File: src/rtl/uart_pkg.sv
// Shared constants for the UART receive path: character width, per-entry
// error-bit positions and the width of one buffered entry.
package uart_pkg;

    localparam int UART_DATA_W  = 8;
    localparam int ERR_PAR      = 0;
    localparam int ERR_FRM      = 1;
    localparam int UART_ENTRY_W = UART_DATA_W + 2;

endpackage : uart_pkg

File: src/rtl/uart_rx_fifo_if.sv
// Bundle between the UART receiver/host logic and the receive FIFO.
// master = the side feeding frames and consuming bytes, slave = the FIFO.
interface uart_rx_fifo_if
    import uart_pkg::*;
#(
    parameter int DATA_W = UART_DATA_W,
    parameter int ADDR_W = 4
);
    logic              rx_valid;
    logic [DATA_W-1:0] rx_data;
    logic              rx_par_err;
    logic              rx_frm_err;
    logic              rd_ready;
    logic              clr_ovf;
    logic              rd_valid;
    logic [DATA_W-1:0] rd_data;
    logic [1:0]        rd_err;
    logic [ADDR_W:0]   count;
    logic              empty;
    logic              full;
    logic              almost_full;
    logic              overflow;

    modport master (
        output rx_valid, rx_data, rx_par_err, rx_frm_err, rd_ready, clr_ovf,
        input  rd_valid, rd_data, rd_err, count, empty, full, almost_full, overflow
    );

    modport slave (
        input  rx_valid, rx_data, rx_par_err, rx_frm_err, rd_ready, clr_ovf,
        output rd_valid, rd_data, rd_err, count, empty, full, almost_full, overflow
    );

endinterface : uart_rx_fifo_if

File: src/rtl/uart_rx_fifo_mem.sv
// DEPTH x WIDTH register array: synchronous write port, asynchronous read
// port so the FIFO head can fall through without a read latency.
module fifo_mem #(
    parameter int DEPTH  = 16,
    parameter int ADDR_W = 4,
    parameter int WIDTH  = 10
) (
    input  logic              clock,
    input  logic              we,
    input  logic [ADDR_W-1:0] waddr,
    input  logic [WIDTH-1:0]  wdata,
    input  logic [ADDR_W-1:0] raddr,
    output logic [WIDTH-1:0]  rdata
);

    logic [WIDTH-1:0] mem [DEPTH];

    // Store the incoming entry on the write strobe.
    // NOTE: the array has no reset; entries are only ever read after being
    // written, and the empty gating hides stale contents at the output.
    always_ff @(posedge clock) begin
        if (we) begin
            mem[waddr] <= wdata;
        end
    end

    assign rdata = mem[raddr];

endmodule : fifo_mem

File: src/rtl/uart_rx_fifo.sv
// First-word-fall-through buffer for received UART frames. Holds pointers,
// occupancy, status flags and the sticky overflow bit; storage is in fifo_mem.
module uart_rx_fifo
    import uart_pkg::*;
#(
    parameter int DATA_W    = UART_DATA_W,
    parameter int DEPTH     = 16,
    parameter int ADDR_W    = 4,
    parameter int AFULL_LVL = 12
) (
    input  logic           clock,
    input  logic           reset,
    uart_rx_fifo_if.slave  bus
);

    localparam int              ENTRY_W = DATA_W + 2;
    localparam logic [ADDR_W:0] AFULL_C = (ADDR_W + 1)'(AFULL_LVL);

    logic [ADDR_W:0]    wr_ptr, rd_ptr, count_q;
    logic [ADDR_W:0]    wr_ptr_nxt, rd_ptr_nxt, count_nxt;
    logic               empty_q, full_q, afull_q, ovf_q;
    logic               wr_en, rd_en, ovf_evt;
    logic [ENTRY_W-1:0] wdata, rdata;

    // Handshake decode, entry packing and next pointer/occupancy values.
    // NOTE: every output of this block is assigned a default first, so no
    // path leaves a value held and no latch is inferred.
    always_comb begin
        rd_en      = !empty_q && bus.rd_ready;
        wr_en      = bus.rx_valid && (!full_q || rd_en);
        ovf_evt    = bus.rx_valid && full_q && !rd_en;

        wdata                  = '0;
        wdata[DATA_W-1:0]      = bus.rx_data;
        wdata[DATA_W+ERR_PAR]  = bus.rx_par_err;
        wdata[DATA_W+ERR_FRM]  = bus.rx_frm_err;

        wr_ptr_nxt = wr_ptr + {{ADDR_W{1'b0}}, wr_en};
        rd_ptr_nxt = rd_ptr + {{ADDR_W{1'b0}}, rd_en};

        count_nxt  = count_q;
        if (wr_en && !rd_en) begin
            count_nxt = count_q + 1'b1;
        end else if (rd_en && !wr_en) begin
            count_nxt = count_q - 1'b1;
        end
    end

    // Pointer, occupancy and flag registers, all moving on the same edge.
    // NOTE: sequential state uses non-blocking assignments only, so every
    // register samples pre-edge values regardless of statement order.
    always_ff @(posedge clock or posedge reset) begin
        if (reset) begin
            wr_ptr  <= '0;
            rd_ptr  <= '0;
            count_q <= '0;
            empty_q <= 1'b1;
            full_q  <= 1'b0;
            afull_q <= 1'b0;
        end else begin
            wr_ptr  <= wr_ptr_nxt;
            rd_ptr  <= rd_ptr_nxt;
            count_q <= count_nxt;
            empty_q <= (wr_ptr_nxt == rd_ptr_nxt);
            full_q  <= (wr_ptr_nxt[ADDR_W-1:0] == rd_ptr_nxt[ADDR_W-1:0]) &&
                       (wr_ptr_nxt[ADDR_W] != rd_ptr_nxt[ADDR_W]);
            afull_q <= (count_nxt >= AFULL_C);
        end
    end

    // Sticky overflow: a dropped frame sets it, clr_ovf clears it, set wins.
    always_ff @(posedge clock or posedge reset) begin
        if (reset) begin
            ovf_q <= 1'b0;
        end else if (ovf_evt) begin
            ovf_q <= 1'b1;
        end else if (bus.clr_ovf) begin
            ovf_q <= 1'b0;
        end
    end

    fifo_mem #(
        .DEPTH  (DEPTH),
        .ADDR_W (ADDR_W),
        .WIDTH  (ENTRY_W)
    ) u_mem (
        .clock (clock),
        .we    (wr_en),
        .waddr (wr_ptr[ADDR_W-1:0]),
        .wdata (wdata),
        .raddr (rd_ptr[ADDR_W-1:0]),
        .rdata (rdata)
    );

    // Head entry falls through combinationally, forced to zero when empty.
    assign bus.rd_valid    = !empty_q;
    assign bus.rd_data     = empty_q ? '0 : rdata[DATA_W-1:0];
    assign bus.rd_err      = empty_q ? 2'b00
                                     : {rdata[DATA_W+ERR_FRM], rdata[DATA_W+ERR_PAR]};
    assign bus.count       = count_q;
    assign bus.empty       = empty_q;
    assign bus.full        = full_q;
    assign bus.almost_full = afull_q;
    assign bus.overflow    = ovf_q;

endmodule : uart_rx_fifo

File: src/flat_wrapper.sv
// flat-port wrapper written by rule: the top's interface ports become plain ports
module uart_rx_fifo_flat import uart_pkg::*;
#(
    parameter int DATA_W    = UART_DATA_W,
    parameter int DEPTH     = 16,
    parameter int ADDR_W    = 4,
    parameter int AFULL_LVL = 12
)
  (clock, reset, bus_rx_valid, bus_rx_data, bus_rx_par_err, bus_rx_frm_err, bus_rd_ready, bus_clr_ovf, bus_rd_valid, bus_rd_data, bus_rd_err, bus_count, bus_empty, bus_full, bus_almost_full, bus_overflow);
  uart_rx_fifo_if #(.DATA_W(DATA_W), .ADDR_W(ADDR_W)) bus_i ();
  input  logic clock;
  input  logic reset;
  input wire logic [$bits(bus_i.rx_valid)-1:0] bus_rx_valid;
  input wire logic [$bits(bus_i.rx_data)-1:0] bus_rx_data;
  input wire logic [$bits(bus_i.rx_par_err)-1:0] bus_rx_par_err;
  input wire logic [$bits(bus_i.rx_frm_err)-1:0] bus_rx_frm_err;
  input wire logic [$bits(bus_i.rd_ready)-1:0] bus_rd_ready;
  input wire logic [$bits(bus_i.clr_ovf)-1:0] bus_clr_ovf;
  output wire logic [$bits(bus_i.rd_valid)-1:0] bus_rd_valid;
  output wire logic [$bits(bus_i.rd_data)-1:0] bus_rd_data;
  output wire logic [$bits(bus_i.rd_err)-1:0] bus_rd_err;
  output wire logic [$bits(bus_i.count)-1:0] bus_count;
  output wire logic [$bits(bus_i.empty)-1:0] bus_empty;
  output wire logic [$bits(bus_i.full)-1:0] bus_full;
  output wire logic [$bits(bus_i.almost_full)-1:0] bus_almost_full;
  output wire logic [$bits(bus_i.overflow)-1:0] bus_overflow;
  assign bus_i.rx_valid = bus_rx_valid;
  assign bus_i.rx_data = bus_rx_data;
  assign bus_i.rx_par_err = bus_rx_par_err;
  assign bus_i.rx_frm_err = bus_rx_frm_err;
  assign bus_i.rd_ready = bus_rd_ready;
  assign bus_i.clr_ovf = bus_clr_ovf;
  assign bus_rd_valid = bus_i.rd_valid;
  assign bus_rd_data = bus_i.rd_data;
  assign bus_rd_err = bus_i.rd_err;
  assign bus_count = bus_i.count;
  assign bus_empty = bus_i.empty;
  assign bus_full = bus_i.full;
  assign bus_almost_full = bus_i.almost_full;
  assign bus_overflow = bus_i.overflow;
  uart_rx_fifo #(.DATA_W(DATA_W), .DEPTH(DEPTH), .ADDR_W(ADDR_W), .AFULL_LVL(AFULL_LVL)) u_core (.clock(clock), .reset(reset), .bus(bus_i));
endmodule
File: config.mk
export PLATFORM = sky130hd
export DESIGN_NAME = uart_rx_fifo_flat
export DESIGN_NICKNAME = d
export VERILOG_FILES = /design/src/rtl/uart_pkg.sv /design/src/rtl/uart_rx_fifo_if.sv /design/src/rtl/uart_rx_fifo_mem.sv /design/src/rtl/uart_rx_fifo.sv /design/src/flat_wrapper.sv
export SDC_FILE = /design/constraint.sdc
export NUM_CORES = 1
export LEC_CHECK = 0
export ABC_AREA = 1
export CELL_PAD_IN_SITES_DETAIL_PLACEMENT = 1
export CELL_PAD_IN_SITES_GLOBAL_PLACEMENT = 2
export CORE_ASPECT_RATIO = 1.75
export CORE_UTILIZATION = 25
export CTS_CLUSTER_DIAMETER = 50
export DETAILED_ROUTE_END_ITERATION = 8
export PLACE_DENSITY_LB_ADDON = 0.1
export SLEW_MARGIN = 20
export SYNTH_ARGS = -nofsm -noshare
export SYNTH_HDL_FRONTEND = slang
export SYNTH_SLANG_ARGS = --single-unit
File: constraint.sdc
create_clock -name clock -period 1.8 [get_ports clock]
set_input_delay 0.36 -clock clock [delete_from_list [all_inputs] [get_ports clock]]
set_output_delay 0.36 -clock clock [all_outputs]
set_load 0.01 [all_outputs]
Yosys cells after proc, flatten, opt, wreduce, memory -nomap -nowiden
Memories as Yosys holds them, arrays and structs flattened.
Index checks and enable logic that the tools add are counted.

cells by class
  reductions and logical operators = 13
  equal/unequal tests = 3
  $lt $le $gt $ge = 1
  add/subtract/negate cells = 4
  mux-type cells = 8

operators with widths
  operator               number
  $add A5 B1 Y5          2
  $mux W5                2
  $mux W8                1
  $logic_and A1 B1 Y1    7
  $add A5 B1 Y5 const B  1
  $eq A5 B5 Y1           1
  $ge A5 B4 Y1 const B   1
  $sub A5 B1 Y5 const B  1
  $eq A4 B4 Y1           1
  $logic_not A1 Y1       4
  $mux W1                4
  $mux W2                1
  $reduce_bool A2 Y1     1
  $logic_or A1 B1 Y1     1
  $ne A1 B1 Y1           1

word-level totals
  register bits after elaboration = 19
  bits of input ports = 15
  RAM bits = 160
  logic and storage cells = 37
  memories kept = 1

memories
  name              words  width  read ports  clocked after Yosys merged registers in  wr ports  RTL line                source
  u_core.u_mem.mem  16     10     1           0                                        1         uart_rx_fifo_mem.sv:16  logic [WIDTH-1:0] mem [DEPTH];

Logic depth before layout (Yosys ltp)
Gate-level depths: netlist (run 1).

  depth after elaboration = 9
  gate-level depth with buffers = 12
  depth with buffers taken out = 12

By module
A second synthesis (run 1) with hierarchy kept.

second synthesis, totals
  cell total of the unflattened synthesis = 813
  area, all modules = 8106.5 um^2

modules (own cells, without submodules)
  module        area an instance (um^2)  times used  cells an instance
  fifo_mem      6971.7                   1           672
  uart_rx_fifo  1134.8                   1           141

Worst setup path after synthesis (run 1)
Ideal clock, no wire load.

  path type = register to register
  start = register u_core.empty_q (netlist: u_core.bus.empty)
  end = register u_core.full_q (netlist: u_core.bus.full)
  setup slack = -0.023 ns
  setup time = 0.115 ns
  cell stages (with the launch flop) = 12
  buffers on the path = 0
  period minus slack after synthesis = 1.823 ns
  required time = 1.685 ns
  data arrival time = 1.709 ns
  path through = dfstp_2 inv_2 nand2_4 inv_1 ha_1 ha_1 xnor2_1 or2_1 nand3_1 nor2_1 nand2_1 nor2_1

on the way
  word-level cells in the longest chain between the ends = 7
  elaborated cells between the ends (all ways) = 9
  classes of those cells = add/sub: 2; eq/ne: 2; reduce/logical: 5

ends and longest elaborated chain
  element                                       RTL line                                source
  start: declaration                            uart_rx_fifo.sv:21                      logic empty_q, full_q, afull_q, ovf_q;
  start signal: assignment                      uart_rx_fifo.sv:64                      empty_q <= (wr_ptr_nxt == rd_ptr_nxt);
  $logic_not A1 Y1 *                            --
  via bus_rd_valid                              flat_wrapper.sv:19                      output wire logic [$bits(bus_i.rd_valid)-1:0] bus_rd_valid;
  $logic_and A1 B1 Y1 *                         uart_rx_fifo.sv:29                      rd_en = !empty_q && bus.rd_ready;
  $logic_or A1 B1 Y1                            uart_rx_fifo.sv:30                      wr_en = bus.rx_valid && (!full_q || rd_en);
  $logic_and A1 B1 Y1                           uart_rx_fifo.sv:30
  $add A5 B1 Y5                                 uart_rx_fifo.sv:38                      wr_ptr_nxt = wr_ptr + {{ADDR_W{1'b0}}, wr_en};
  $eq A4 B4 Y1 or $ne A1 B1 Y1 (tied branches)  uart_rx_fifo.sv:65, uart_rx_fifo.sv:66
  $logic_and A1 B1 Y1 *                         uart_rx_fifo.sv:65                      full_q <= (wr_ptr_nxt[ADDR_W-1:0] == rd_ptr_nxt[ADDR_W-1:0]) &&
  end signal: assignment                        uart_rx_fifo.sv:65
  end: declaration                              uart_rx_fifo.sv:21

Mark *: on every way through the listed nets, which the timed path passes. The rest lies on a longest branch.
A chain may end at the register's enable or synchronous reset.

Worst setup path in the final report (run 1)
  start = register u_core.rd_ptr[0]
  end = output bus_rd_data[2]

on the way
  word-level cells in the longest chain between the ends = 2

ends and longest elaborated chain
  element                   RTL line            source
  start: declaration        uart_rx_fifo.sv:19  logic [ADDR_W:0] wr_ptr, rd_ptr, count_q;
  start signal: assignment  uart_rx_fifo.sv:62  rd_ptr <= rd_ptr_nxt;
  $mem_v2 Z16 W10           --
  $mux W8                   uart_rx_fifo.sv:97  assign bus.rd_data = empty_q ? '0 : rdata[DATA_W-1:0];
  end: declaration          flat_wrapper.sv:20  output wire logic [$bits(bus_i.rd_data)-1:0] bus_rd_data;

No other way between the ends.

==> flow_summary_export.csv, run 1 <==
group,metric,value,unit
synth,ys_types,31,
timing,finalMaxSlewViolations,0,
cells_and_area,layout-drive-gt1-share,0.293,
cells_and_area,design_area,10300,um2
timing,grt_setup_unrepaired,"yes",
critical_path,crit_slowest_cell,"dfrtp_2",
place,dp.cells,1103,
synth,netlist_instances,649,
clock_tree,cts_hold_buf,0,
status,violations,"setup timing",
critical_path,crit_chain,"buf_6 -> inv_12 -> buf_12 -> buf_16 -> nor2_1 -> o21ai_1 -> nand3_2 -> a21oi_4 -> buf_6",
cells_and_area,fillers,3170,
timing,finalWorstSetupSlack,-0.642,ns
routing,ant_nets,0,
place,portBuffers,34,
timing,maxClockFrequency,0.409,GHz
power,ir_drop,927,uV
critical_path,slowest_delay,0.50,ns
timing,worst_slew_pin_slew,0.633,ns
routing,drt-initial-drc-count,305,
clock_tree,htree_num_levels,4,
critical_path,critPathBufInv,5,
clock_tree,clkTransAtPathRegs,0.07,ns
floorplan,rows,83,
grt,grt_pass1_vias,5863,
synth,syn-cell-area,7490,um2
critical_path,path_class,"register to primary output",
timing,fin_skew,0.00757,ns
place,gp_congestion,0.756,
place,dp_hpwl,15700,um
synth,avgSynthCellArea,11.5,um2
timing,setup_viol,13,
critical_path,worstSetupEndpointType,"primary output",
place,place_area,8850,um2
critical_path,path_max_fanout,7,
critical_path,cp_data_arrival_time,2.08,ns
timing,hold_viol,0,
cells_and_area,synthToLayoutAreaGrowth,37.3,%
worst_hold_path,min_path_type,"primary input to async pin",
run,cap_violations,0,
routing,drc_errors,0,
cells_and_area,final_cells,1168,
critical_path,start_kind,"register",
clock_tree,cts_tree,"yes",
critical_path,cp_top_family,"buffers and inverters",
synth,yosysWarnings,0,
synth,ys.flop_type,"edfxtp_1",
power,p_leak,0.00378,uW
floorplan,die_area,30700,um2
synth,async_flop_share,0.106,
cells_and_area,final_nets,793,
timing,fin_crit,2.44,ns
synth,synth_edf_count,160,
cells_and_area,diodes,0,
synth,syn_nets,669,
grt,antenna_found_initial,0,
routing,via_per_inst,4.57,
grt,grt_pass1_wl,37400,um
floorplan,die_w,133,um
clock_tree,cts_buffers,17,
power,power_per_cell_area,1700,nW/um2
floorplan,die_h,231,um
clock_tree,worst_skew_pair.late_latency,0.44,ns
critical_path,required,1.44,ns
clock_tree,root_buffer,"clkbuf_16",
grt,grt_util_all_layers,0.171,
routing,dr.pass1.iters,4,
routing,num_vias,5342,
synth,yosysSeqAreaShare,0.705,
routing,routed_wl,24500,um
synth,synth_seq_cells,179,
critical_path,cpMostUsedCell,"buf_6",
clock_tree,max-clock-path-buffers,2,
timing,fin_crit_sh,1.36,
floorplan,pin_count,35,
grt,overflow,0,
routing,wire_per_inst,21.0,um
status,status,"finished, violations left",
cells_and_area,fin_util,0.350,
grt,grt_max_degree,34,
floorplan,core_area,29400,um2
floorplan,start_util,0.255,
clock_tree,clock_sinks,179,
power,totalPowerFinal,17500,uW
timing,slew_headroom,0.576,
-- stage by stage --
stage | TNS (ns) | hold slack (ns) | worst slack, ns
after global placement | -56.57 | 0.483 | -0.660
after CTS | -7.81 | 0.198 | -0.731
final | -6.81 | 0.217 | -0.642
after global routing | -8.18 | 0.243 | -0.743
after detailed placement | -61.58 | 0.489 | -0.663
after floorplan | 0 | 0.310 | 0.00140
-- layout make-up --
cell class | instances | area, um2 | share of cell area
clock buffers | 24 | 502 | 0.0488
clock inverters | 8 | 51.3 | 0.00499
inverters | 39 | 159 | 0.0155
multi-input cells | 398 | 2210 | 0.215
flip-flops and latches | 179 | 5290 | 0.514
well taps | 382 | 478 | 0.0465
repair buffers | 137 | 1580 | 0.154
repair inverters | 1 | 8.76 | 0.000852
-- state kept, by name (all words and copies together), names as in the netlist --
name,cells
u_core.bus.empty,1
u_core.u_mem.mem,160
u_core.bus.full,1
u_core.wr_ptr,5
u_core.bus.count,5
u_core.rd_ptr,5
u_core.bus.overflow,1
u_core.bus.almost_full,1
-- cell families (layout without fill, tap and decap cells) --
group | count (synthesis) | count (layout) | share of synthesized area
compound gates | 119 | 119 | 0.0851
xor+xnor | 9 | 9 | 0.0105
fa+ha+maj | 5 | 5 | 0.00836
buf+inv | 72 | 209 | 0.0440
flops | 179 | 179 | 0.705
simple gates | 265 | 265 | 0.147
-- per-layer routing --
layer	up-vias	wire length, um	track usage
met5	-	0	0
met4	0	619	0.0672
met3	36	590	0.0270
met2	87	13400	0.317
met1	2702	9880	0.193
li1	2517	-	-
-- final timing paths --
path / cells past startpoint / endpoint / from / slack (ns)
setup / recovery: 9 / bus_rd_data[2] / u_core.rd_ptr[0] / -0.64
hold / removal: 2 / u_core.bus.overflow / reset / 0.22
setup reg to reg: 12 / u_core.bus.full / u_core.rd_ptr[0] / -0.34
hold reg to reg: 1 / u_core.bus.count[0] / u_core.bus.count[0] / 0.52
max in group asynchronous: 3 / u_core.bus.count[0] / reset / 1.10
min in group clock: 2 / u_core.bus.overflow / bus_clr_ovf / 0.50
-- cell usage after synthesis (5+ instances only) --
cell type  instances  share of area
a21oi_1           21          0.014
buf_2             12         0.0080
buf_4              8         0.0080
clkbuf_1           6         0.0030
clkbuf_2           5         0.0033
dfrtp_1           18          0.060
edfxtp_1         160           0.64
ha_1               5         0.0084
inv_1             36          0.018
nand2_1           41          0.021
nand3_1           55          0.037
nor2_1           159          0.080
o211ai_1          13          0.013
o21ai_0           76          0.051
o21ai_1            6         0.0040
xnor2_1            6         0.0070
-- cell usage in the layout, fill, tap and decap left out, types with 3 or more instances in the layout --
| master | instances |
|---|---|
| buf_16 | 6 |
| nor2_2 | 21 |
| o211ai_1 | 13 |
| clkinv_2 | 3 |
| buf_4 | 60 |
| xnor2_1 | 4 |
| buf_6 | 15 |
| clkbuf_8 | 5 |
| nand2_1 | 36 |
| nand3_1 | 39 |
| inv_1 | 34 |
| o21ai_0 | 41 |
| nand4_1 | 3 |
| edfxtp_1 | 160 |
| inv_2 | 4 |
| buf_2 | 7 |
| dfrtp_1 | 13 |
| clkdlybuf4s50_1 | 19 |
| o21ai_1 | 34 |
| a21oi_1 | 10 |
| o21ai_2 | 8 |
| nand2_2 | 7 |
| dfrtp_2 | 5 |
| clkbuf_16 | 20 |
| ha_1 | 3 |
| nor2_4 | 3 |
| buf_12 | 20 |
| nand3_2 | 15 |
| nor2_1 | 135 |
| a21oi_2 | 10 |
-- timing repair --
action,CTS,global route
buffers inserted,23,2
gates cloned,10,4
setup endpoints to repair,29,57
resized for setup,146,64
pin swaps,39,56
-- power by group --
group,total (uW),internal (uW),switching (uW)
logic,8570,3810,4750
registers,5440,5120,319
clock network,3510,1940,1570
Note: power is estimated with default switching activity, not from simulation.
==> run 2: changes to the inputs <==
clock period = 2.2 ns   (was 1.8 ns; I/O delays follow)
==> run 2 against run 1 <==
Net effect: the run still ends with setup timing left; cell count is 1.9% lower; non-clock buffer count is 21 lower; total power shrank 21%; count of clock-buffer cells in the layout is 7 lower; worst setup slack better by 0.30 ns; wire length fell by 3.0%; clock skew grew 0.0087 ns; core utilization is 1.3 points lower; die area is the same; critical path type unchanged; critical endpoint is now bus_rd_data[7]; largest power group unchanged.
==> flow_summary_export.csv, run 2 (synthesis results as in run 1) <==
group,metric,value,unit
status,status,"finished, violations left",
status,violations,"setup timing",
critical_path,reg2reg_slack,0.11,ns
routing,wire_per_inst,20.8,um
clock_tree,cts_tree,"yes",
floorplan,die_w,133,um
floorplan,rows,83,
power,ir_drop,667,uV
grt,grt_util_all_layers,0.164,
cells_and_area,design_area,9890,um2
timing,slew_headroom,0.475,
cells_and_area,final_nets,771,
timing,fin_crit_sh,1.16,
cells_and_area,largest_register_ffs,160,
place,dp_hpwl,15800,um
critical_path,start_kind,"register",
grt,grt_max_degree,28,
grt,grt_pass1_vias,5650,
power,power_per_cell_area,1400,nW/um2
critical_path,cp_data_arrival_time,2.11,ns
run,cap_violations,0,
cells_and_area,final_common_cell,"edfxtp_1",
timing,fin_skew,0.0163,ns
place,gp_congestion,0.737,
cells_and_area,synthToLayoutAreaGrowth,32.1,%
clock_tree,clock_sinks,179,
critical_path,worstSetupEndpointType,"primary output",
clock_tree,cts_hold_buf,0,
floorplan,pin_count,35,
clock_tree,max-clock-path-buffers,2,
routing,drc_errors,0,
cells_and_area,top_register,"u_core.u_mem.mem",
routing,num_vias,5226,
critical_path,path_max_fanout,8,
timing,setup_viol,10,
grt,antenna_found_initial,0,
timing,worst_slew_pin_slew,0.785,ns
timing,maxClockFrequency,0.393,GHz
critical_path,r2r_cells,10,
worst_hold_path,min_path_type,"primary input to async pin",
routing,dr.pass1.iters,4,
floorplan,core_area,29400,um2
clock_tree,root_buffer,"clkbuf_16",
clock_tree,worst_skew_pair.late_latency,0.45,ns
grt,grt_pass1_wl,35700,um
timing,fin_crit,2.55,ns
timing,finalWorstSetupSlack,-0.347,ns
place,portBuffers,34,
place,dp.cells,1096,
timing,grt_setup_unrepaired,"yes",
cells_and_area,layout-drive-gt1-share,0.229,
clock_tree,cts_buffers,17,
cells_and_area,final_cells,1146,
routing,drt-initial-drc-count,261,
timing,fin_tns_setup,-3.09,ns
clock_tree,htree_num_levels,4,
timing,finalMaxSlewViolations,0,
critical_path,required,1.76,ns
power,p_leak,0.00358,uW
grt,overflow,0,
clock_tree,clkTransAtPathRegs,0.07,ns
critical_path,path_class,"register to primary output",
place,place_area,8800,um2
routing,routed_wl,23800,um
cells_and_area,final_cell_mix,"edfxtp_1, nor2_1, o21ai_0",
critical_path,slowest_delay,0.56,ns
critical_path,crit_slowest_cell,"dfrtp_4",
floorplan,start_util,0.255,
timing,hold_viol,0,
floorplan,die_h,231,um
cells_and_area,diodes,0,
critical_path,crit_chain,"buf_8 -> clkbuf_16 -> buf_4 -> nand2_1 -> a21oi_1 -> o21ai_1 -> nand3_1 -> a21oi_2 -> buf_6",
routing,via_per_inst,4.56,
floorplan,die_area,30700,um2
routing,ant_nets,0,
## run 2: worst paths after layout
kind | from | to
worst min-delay path | reset | u_core.wr_ptr[3]
min in group clock | u_core.wr_ptr[4] | u_core.wr_ptr[4]
max in group asynchronous | reset | u_core.bus.empty
worst max register to register | u_core.rd_ptr[0] | u_core.bus.full
worst min register to register | u_core.wr_ptr[4] | u_core.wr_ptr[4]
worst max-delay path | u_core.rd_ptr[0] | bus_rd_data[7]
## run 2: cell type report
class | count | area, um2
clock buffers | 17 | 425
clock inverters | 15 | 141
fillers | 3162 | 19500
inverters | 39 | 151
multi-input cells | 398 | 2100
flip-flops and latches | 179 | 5290
well taps | 382 | 478
repair buffers | 116 | 1310
## run 2: metal layers
metal  share of wire  global-route usage
met1            0.41               0.182
met2            0.56               0.309
met3           0.021              0.0303
met4          0.0084              0.0506
met5               0                   0
## run 2: through the flow
step / worst slack (ns) / power (uW) / hold WS (ns) / utilization
final: -0.347 / 13800 / 0.327 / 0.337
after global routing: -0.454 / 14700 / 0.365 / 0.337
after CTS: -0.399 / 13800 / 0.323 / 0.332
after detailed placement: -0.436 / 10000 / 0.486 / 0.300
after global placement: -0.437 / 9940 / 0.480 / 0.300
after floorplan: 0.377 / 7320 / 0.390 / -
## run 2: worst max-delay path, delay by kind of cell (launching register included)
family	cells	cell delay, ns
AO/OA/AOI/OAI	3	0.32
buffers and inverters	4	0.62
flip-flops	1	0.56
AND/OR/NAND/NOR	2	0.15
## run 2: timing repair
item | CTS | global route
cloned | 4 | 3
setup endpoints to repair | 11 | 12
pin swaps | 23 | 14
setup buffers | 11 | 1
resized for setup | 109 | 21
## run 2: power by group
group	switching, uW	internal (uW)	leakage, uW
clock	1330	1660	0.000265
sequential	282	4190	0.00166
combinational	3580	2790	0.00165
==> run 3: changes to the inputs <==
CTS_CLUSTER_SIZE = 8   (was not set)
==> results of run 3 <==
Same layout as run 2: the final DEF is identical, and so are final timing and power.
